File: src/rtl/sc_io_bridge.sv
// sc_io_bridge: memory-mapped I/O window for the single-cycle computer.
// Provides NUM_OUT read-back output ports, NUM_IN synchronised input ports,
// a sticky write-1-to-clear change-detect STATUS register and a wrap timer.
// Optional build macro IO_DEBOUNCE_EN adds a per-port debounce counter
// behind the synchroniser; without it only the 2-flop synchroniser exists.
module sc_io_bridge #(
  parameter int          NUM_OUT         = 2,
  parameter int          NUM_IN          = 2,
  parameter int          DATA_W          = 32,
  parameter logic [31:0] IO_BASE         = 32'h0000_FF00,
  parameter int          DEBOUNCE_CYCLES = 16
) (
  input  logic                       clock,
  input  logic                       resetn,
  input  logic [31:0]                addr,
  input  logic [31:0]                datain,
  input  logic                       we,
  output logic                       io_sel,
  output logic [31:0]                dataout,
  input  logic [NUM_IN*DATA_W-1:0]   in_port,
  output logic [NUM_OUT*DATA_W-1:0]  out_port
);
  localparam int         OW         = NUM_OUT * DATA_W;
  localparam int         IW         = NUM_IN * DATA_W;
  localparam logic [7:0] OFF_STATUS = 8'h80;
  localparam logic [7:0] OFF_TCOUNT = 8'h84;
  localparam logic [7:0] OFF_TCMP   = 8'h88;
  localparam logic [7:0] OFF_TCTRL  = 8'h8C;
  localparam logic [5:0] NOUT6      = 6'(NUM_OUT);
  localparam logic [5:0] NIN6       = 6'(NUM_IN);

  logic [5:0]        word_s;
  logic [7:0]        off_s;
  logic              wr_s;
  logic              unused_addr_s;
  logic [OW-1:0]     out_q, out_d;
  logic [IW-1:0]     sync1_q, sync1_d, sync2_q, sync2_d, in_s;
  logic [NUM_IN-1:0] status_q, status_d, set_s, clr_s;
  logic [31:0]       tcount_q, tcount_d, tcmp_q, tcmp_d;
  logic              en_q, en_d, wrap_q, wrap_d, wrap_set_s, wrap_clr_s;

  // Byte lanes are ignored: every register is word wide.
  assign io_sel        = (addr[31:8] == IO_BASE[31:8]);
  assign word_s        = addr[7:2];
  assign off_s         = {addr[7:2], 2'b00};
  assign wr_s          = we && io_sel;
  assign unused_addr_s = &{1'b0, addr[1:0]};
  assign out_port      = out_q;

`ifdef IO_DEBOUNCE_EN
  localparam int                CNT_W   = $clog2(DEBOUNCE_CYCLES + 1);
  localparam logic [CNT_W-1:0]  CNT_MAX = CNT_W'(DEBOUNCE_CYCLES);
  logic [IW-1:0]       in_q, in_d;
  logic [NUM_IN*CNT_W-1:0] cnt_q, cnt_d;
  logic [CNT_W-1:0]    cnt_nx_s;

  assign in_s = in_q;

  // Debounce: accept the synchronised value after DEBOUNCE_CYCLES consecutive differing edges.
  always_comb begin
    in_d     = in_q;
    cnt_d    = cnt_q;
    set_s    = {NUM_IN{1'b0}};
    cnt_nx_s = {CNT_W{1'b0}};
    for (int k = 0; k < NUM_IN; k++) begin
      if (sync2_q[k*DATA_W +: DATA_W] != in_q[k*DATA_W +: DATA_W]) begin
        cnt_nx_s = cnt_q[k*CNT_W +: CNT_W] + CNT_W'(1);
        if (cnt_nx_s == CNT_MAX) begin
          in_d[k*DATA_W +: DATA_W] = sync2_q[k*DATA_W +: DATA_W];
          cnt_d[k*CNT_W +: CNT_W]  = {CNT_W{1'b0}};
          set_s[k]                 = 1'b1;
        end else begin
          cnt_d[k*CNT_W +: CNT_W]  = cnt_nx_s;
        end
      end else begin
        cnt_d[k*CNT_W +: CNT_W] = {CNT_W{1'b0}};
      end
    end
  end

  // Debounced input value and per-port counters.
  always_ff @(posedge clock or negedge resetn) begin
    if (!resetn) begin
      in_q  <= {IW{1'b0}};
      cnt_q <= {(NUM_IN*CNT_W){1'b0}};
    end else begin
      in_q  <= in_d;
      cnt_q <= cnt_d;
    end
  end
`else
  assign in_s = sync2_q;

  // Change detect: flag a port when the second synchroniser stage loads a new value.
  always_comb begin
    set_s = {NUM_IN{1'b0}};
    for (int k = 0; k < NUM_IN; k++) begin
      if (sync1_q[k*DATA_W +: DATA_W] != sync2_q[k*DATA_W +: DATA_W]) begin
        set_s[k] = 1'b1;
      end else begin
        set_s[k] = 1'b0;
      end
    end
  end
`endif

  // Next-state for ports, status, and timer; a CPU write to TCOUNT beats the count.
  always_comb begin
    out_d      = out_q;
    sync1_d    = in_port;
    sync2_d    = sync1_q;
    tcount_d   = tcount_q;
    tcmp_d     = tcmp_q;
    en_d       = en_q;
    wrap_set_s = 1'b0;
    wrap_clr_s = 1'b0;
    for (int k = 0; k < NUM_OUT; k++) begin
      if (wr_s && (word_s == 6'(k))) begin
        out_d[k*DATA_W +: DATA_W] = datain[DATA_W-1:0];
      end else begin
        out_d[k*DATA_W +: DATA_W] = out_q[k*DATA_W +: DATA_W];
      end
    end
    if (wr_s && (off_s == OFF_STATUS)) begin
      clr_s = datain[NUM_IN-1:0];
    end else begin
      clr_s = {NUM_IN{1'b0}};
    end
    status_d = (status_q & ~clr_s) | set_s;
    if (wr_s && (off_s == OFF_TCOUNT)) begin
      tcount_d = datain;
    end else if (en_q && (tcount_q == tcmp_q)) begin
      tcount_d   = 32'd0;
      wrap_set_s = 1'b1;
    end else if (en_q) begin
      tcount_d = tcount_q + 32'd1;
    end else begin
      tcount_d = tcount_q;
    end
    if (wr_s && (off_s == OFF_TCMP)) begin
      tcmp_d = datain;
    end else begin
      tcmp_d = tcmp_q;
    end
    if (wr_s && (off_s == OFF_TCTRL)) begin
      en_d       = datain[0];
      wrap_clr_s = datain[1];
    end else begin
      en_d       = en_q;
      wrap_clr_s = 1'b0;
    end
    wrap_d = wrap_set_s | (wrap_q & ~wrap_clr_s);
  end

  // Combinational read mux; anything unmapped or outside the window reads zero.
  always_comb begin
    dataout = 32'd0;
    if (io_sel) begin
      if (word_s < 6'd16) begin
        if (word_s < NOUT6) begin
          dataout[DATA_W-1:0] = out_q[int'(word_s)*DATA_W +: DATA_W];
        end else begin
          dataout = 32'd0;
        end
      end else if (word_s < 6'd32) begin
        if ((word_s - 6'd16) < NIN6) begin
          dataout[DATA_W-1:0] = in_s[int'(word_s - 6'd16)*DATA_W +: DATA_W];
        end else begin
          dataout = 32'd0;
        end
      end else begin
        case (off_s)
          OFF_STATUS: dataout[NUM_IN-1:0] = status_q;
          OFF_TCOUNT: dataout = tcount_q;
          OFF_TCMP:   dataout = tcmp_q;
          OFF_TCTRL:  dataout = {30'd0, wrap_q, en_q};
          default:    dataout = 32'd0;
        endcase
      end
    end else begin
      dataout = 32'd0;
    end
  end

  // Architectural state registers with asynchronous clear.
  always_ff @(posedge clock or negedge resetn) begin
    if (!resetn) begin
      out_q    <= {OW{1'b0}};
      sync1_q  <= {IW{1'b0}};
      sync2_q  <= {IW{1'b0}};
      status_q <= {NUM_IN{1'b0}};
      tcount_q <= 32'd0;
      tcmp_q   <= 32'd0;
      en_q     <= 1'b0;
      wrap_q   <= 1'b0;
    end else begin
      out_q    <= out_d;
      sync1_q  <= sync1_d;
      sync2_q  <= sync2_d;
      status_q <= status_d;
      tcount_q <= tcount_d;
      tcmp_q   <= tcmp_d;
      en_q     <= en_d;
      wrap_q   <= wrap_d;
    end
  end
endmodule

File: config.mk
export PLATFORM = sky130hd
export DESIGN_NAME = sc_io_bridge
export DESIGN_NICKNAME = d
export VERILOG_FILES = /design/src/rtl/sc_io_bridge.sv
export SDC_FILE = /design/constraint.sdc
export NUM_CORES = 1
export LEC_CHECK = 0
export ABC_AREA = 1
export ABC_CLOCK_PERIOD_IN_PS = 4100
export BUFFER_PORTS_ARGS = -buffer_cell sky130_fd_sc_hd__buf_2
export CORE_ASPECT_RATIO = 0.8
export CORE_MARGIN = 4
export CORE_UTILIZATION = 61
export DETAILED_ROUTE_END_ITERATION = 7
export PLACE_DENSITY_LB_ADDON = 0.08
export SLEW_MARGIN = 20
export SYNTH_ARGS = -nofsm -noshare
export SYNTH_HDL_FRONTEND = slang
export SYNTH_SLANG_ARGS = --single-unit
File: constraint.sdc
create_clock -name clock -period 4.1 [get_ports clock]
set_input_delay 0.82 -clock clock [delete_from_list [all_inputs] [get_ports clock]]
set_output_delay 0.82 -clock clock [all_outputs]
set_load 0.03 [all_outputs]
# == After elaboration in Yosys (flattened, before gate mapping) ==
# Index checks and enable logic that the tools add are counted.
# totals
regBits,260
in_bits,131
output_inout_bits,97
wordCells,59
# classes
addsub,3
order_cmp,4
n_eq_ne,9
n_shift,2
n_mux,16
n_bitwise,6
reduce_logical,10
# ops
op,count
2-to-1 mux 32 bit,8
variable part select 64 x 12 -> 32 bit,2
inequality test 32 bit,2
case mux 30 bit (2 select lines),1
adder 32 x 1 -> 32 bit (second input constant),1
== test 32 bit,1
== test 24 x 8 -> 1 bit (second input constant),1
== test 6 bit (second input constant),4
< comparator 6 x 2 -> 1 bit (second input constant),2
logical AND 1 bit,8
case mux 2 bit (4 select lines),1
subtractor 6 x 5 -> 7 bit (second input constant),1
== test 6 x 1 -> 1 bit (second input constant),1
zero test 6 bit,1
< comparator 6 x 5 -> 1 bit (second input constant),1
< comparator 6 bit (second input constant),1
subtractor 6 x 5 -> 6 bit (second input constant),1
2-to-1 mux 1 bit,5
nonzero test 3 bit,1
AND 2 bit,1
2-to-1 mux 2 bit,1
inverter 2 bit,1
OR 2 bit,1
AND 1 bit,1
2 further kinds,2

# == Logic depth before layout (Yosys ltp) ==
# logic_depth
word_depth,7
depth_mapped,13
ltp_nobuf,11

# == Worst setup path before layout ==
# No wires, ideal clock.
# synth_timing
kind,input to output
start,input port addr[2]
end,output port dataout[17]
arrival_ps,2397
setup_slack_ps,883
stages,6
path_cell_list,inv_2 clkbuf_1 nand2_1 nand2_1 a21oi_1 nor4_1
# synth_via
elab_chain_cells,6
# synth_lines
element,line_no,text
"start, declared",15,"input logic [31:0] addr,"
subtractor 6 x 5 -> 7 bit or subtractor 6 x 5 -> 6 bit (tied branches),"167, 166",
variable part select 64 x 12 -> 32 bit or < comparator 6 x 2 -> 1 bit (tied branches),"167, 166",
2-to-1 mux 32 bit,166,if ((word_s - 6'd16) < NIN6) begin
2-to-1 mux 32 bit,165,end else if (word_s < 6'd32) begin
2-to-1 mux 32 bit (*),159,if (word_s < 6'd16) begin
2-to-1 mux 32 bit (*),158,if (io_sel) begin
"end, declared",19,"output logic [31:0] dataout,"
# Every way passes the cells marked *; elsewhere a longest branch is shown, timed or not.

# == Final worst setup path ==
# layout_timing
start,input port addr[7]
end,output port dataout[21]
# The elaborated chain is that of the path after synthesis.

==> flow_summary.json <==
{
  "status": "finished clean",
  "critPathArrivalTime_ps": 2810,
  "final_cell_mix": "nand2_1 (449), dfrtp_1 (260), buf_2 (224), nor2_1 (172), inv_1 (169)",
  "avgRoutedWirePerCell_microns": 18.2,
  "detail_route.iter0.violations": 1467,
  "synthFlopType": "dfrtp_1",
  "slew_viol_final": 0,
  "cts_root_buffer": "clkbuf_16",
  "yosys.area_share.adder": 0.000938,
  "layout_min_cycle_time_ps": 3630,
  "worst_pin_slew_ps": 881,
  "fill_cells": 1725,
  "synthesis.area_sq_um": 13300,
  "final_antenna_net_count": 0,
  "ff2ff_path_depth": 10,
  "finalCritPeriodShare": 0.885,
  "synth_mux_area_frac": 0.0158,
  "p_int_mw": 4.20,
  "row_count": 48,
  "yosysTopAreaCell": "dfrtp_1",
  "drcViolationCount": 0,
  "reg2reg_from": "en_q",
  "cts-buffers-inserted": 26,
  "antenna_cells": 0,
  "cts_hold_buf": 0,
  "clock_latency_ps": 530,
  "fin_util": 0.715,
  "synth-edff-count": 0,
  "power.share.sequential": 0.491,
  "die_area_sq_um": 24300,
  "drt-total-wl_mm": 39.2,
  "io_pins": 228,
  "htree_levels": 1,
  "gp_congestion": 0.978,
  "synth-simple-area-share": 0.258,
  "syn_to_final_growth_pct": 15.6,
  "hold_class": "input port to asynchronous set/reset pin",
  "skew_ps": 14.4,
  "critPathCaptureType": "primary output",
  "power.density_nw_per_um2": 354,
  "crit_type": "input port to primary output",
  "hpwl_mm": 28.6,
  "regArea_sq_um": 6510,
  "crit_path_start_kind": "input port",
  "reg2reg_to": "tcount_q[21]",
  "drive_gt1_frac": 0.167,
  "power_frac_clock": 0.446,
  "grt_usage": 0.321,
  "clock-sinks": 260,
  "dp_slack_ps": 553,
  "post_cts_buffers": 0,
  "cts_tree": "done",
  "grt_pass1_wl_mm": 62.3,
  "synth_xor_area_frac": 0.0532,
  "slew_headroom": 0.411,
  "finalWorstSetupSlack_ps": 471,
  "antenna_found_initial": 0,
  "critPathMaxFanout": 32,
  "synth_cell_types": 37,
  "post_cts_resized": 0,
  "p_total_mw": 5.46,
  "p_switching_mw": 1.25,
  "setup_violations": 0,
  "avgViaCountPerCell": 5.65,
  "synth.area.top_cells": "dfrtp_1 (49%), nand2_1 (13%), nor2_1 (4.8%), inv_1 (4.8%), xnor2_1 (4.5%)",
  "grt_max_degree": 114,
  "ir_drop_mv": 0.289,
  "syn_area_per_cell_sq_um": 7.93,
  "first_global_vias": 11600,
  "required_ps": 3280,
  "p_sw_frac": 0.230,
  "hold_viol": 0,
  "yosys_warnings": 0,
  "vias": 12200,
  "clkTransAtPathRegs_ps": 60,
  "yosys.area.top_type_share": 0.488,
  "max_cap_viol_count": 0,
  "synthArstFlopShare": 1.00,
  "synth_compound_area_frac": 0.102,
  "cts_max_path_buffers": 3,
  "ff2ff_setup_slack_ps": 1930,
  "die_y_microns": 140,
  "syn-instance-count": 1683,
  "drt_first_pass_iters": 6,
  "rsz0062_at_grt": "false",
  "coreArea_sq_um": 21600,
  "syn_nets": 1815,
  "multi_input_area_sq_um": 5730,
  "grt-ovfl-total": 0,
  "synth_seq_cells": 260,
  "port_buffers": 225,
  "dieWidth_microns": 173,
  "seq_area_frac_synth": 0.488,
  "fin_nets": 2001,
  "synth_top_family_by_area": "simple AND/OR/NAND/NOR gates",
  "initial_core_util": 0.619,
  "comb_power_share": 0.063,
  "clock.fmax_mhz": 276,
  "power_leakage_nw": 7.80,
  "mostFrequentLayoutCell": "nand2_1",
  "fin_setup_tns_ps": 0
}
## power groups by stage
stage                     Sequential [mW]  Clock (mW)  Combinational [mW]
after CTS                            2.68        2.46               0.347
after floorplan                      2.71           0               0.162
after global placement               2.72           0               0.336
final                                2.68        2.43               0.345
after global routing                 2.68        2.58               0.385
after detailed placement             2.73           0               0.343
## critical path, cell delays in order
cell     delay [ps]
buf_2           130
inv_2           250
nor2_4          200
nand4_1         180
inv_2           500
a21oi_1         140
a21oi_1         310
buf_2           260
## metrics by stage
step	hold slack [ps]	cell area, sq um	std cells
5_1_grt	371	15400	2161
6_report	360	15400	2161
3_5_place_dp	370	14600	2116
4_1_cts	383	15400	2161
2_1_floorplan	354	13300	1683
3_3_place_gp	364	14600	2116
## area by class of cell
cell class	instances	share of cell area
clock buffer	35	0.0477
clock inverter	10	0.00868
inverter	176	0.0428
multi-input combinational	1162	0.372
sequential	260	0.422
tap	275	0.0223
timing repair buffer	243	0.0849
## per-layer routing
layer,vias to the layer above,track usage,wire length (microns)
li1,5750,-,-
met1,5705,0.454,16400
met2,667,0.502,17400
met3,97,0.0613,3890
met4,0,0.115,1520
met5,-,0,0
## sequential cells by signal, summed over array words and instances, names as in the netlist
register and flops:
tcount_q 32, sync1_q 64, in_s 64, tcmp_q 32, status_q 2, en_q 1
out_port 64, wrap_q 1
## cells in the mapped netlist (9+ instances only)
cell,number
nand4_1,38
inv_1,169
nor3_1,21
clkbuf_1,18
xor2_1,13
nand2_1,449
buf_2,46
nand3_1,94
o21ai_1,46
mux2i_1,21
dfrtp_1,260
nor2_1,172
or2_2,9
xnor2_1,68
o31ai_1,14
a21oi_1,65
o21ai_0,112
## kinds of logic after synthesis
kind of cell | Yosys count
DFF | 260
AOI/OAI and AO/OA | 253
and+or+nand+nor | 806
xor gates and xnor gates | 81
buffers and inverters | 261
adders and majority gates | 1
muxes | 21
## worst max-delay path by stage
stage	start	end	slack [ps]	cells after the start
2_1_floorplan	addr[2]	dataout[17]	880	6
3_3_place_gp	addr[7]	dataout[21]	590	8
3_5_place_dp	addr[7]	dataout[20]	550	8
4_1_cts	addr[7]	dataout[20]	550	8
5_1_grt	addr[7]	dataout[20]	300	8
6_report	addr[7]	dataout[21]	470	8
(Power assumes the default switching activity.)
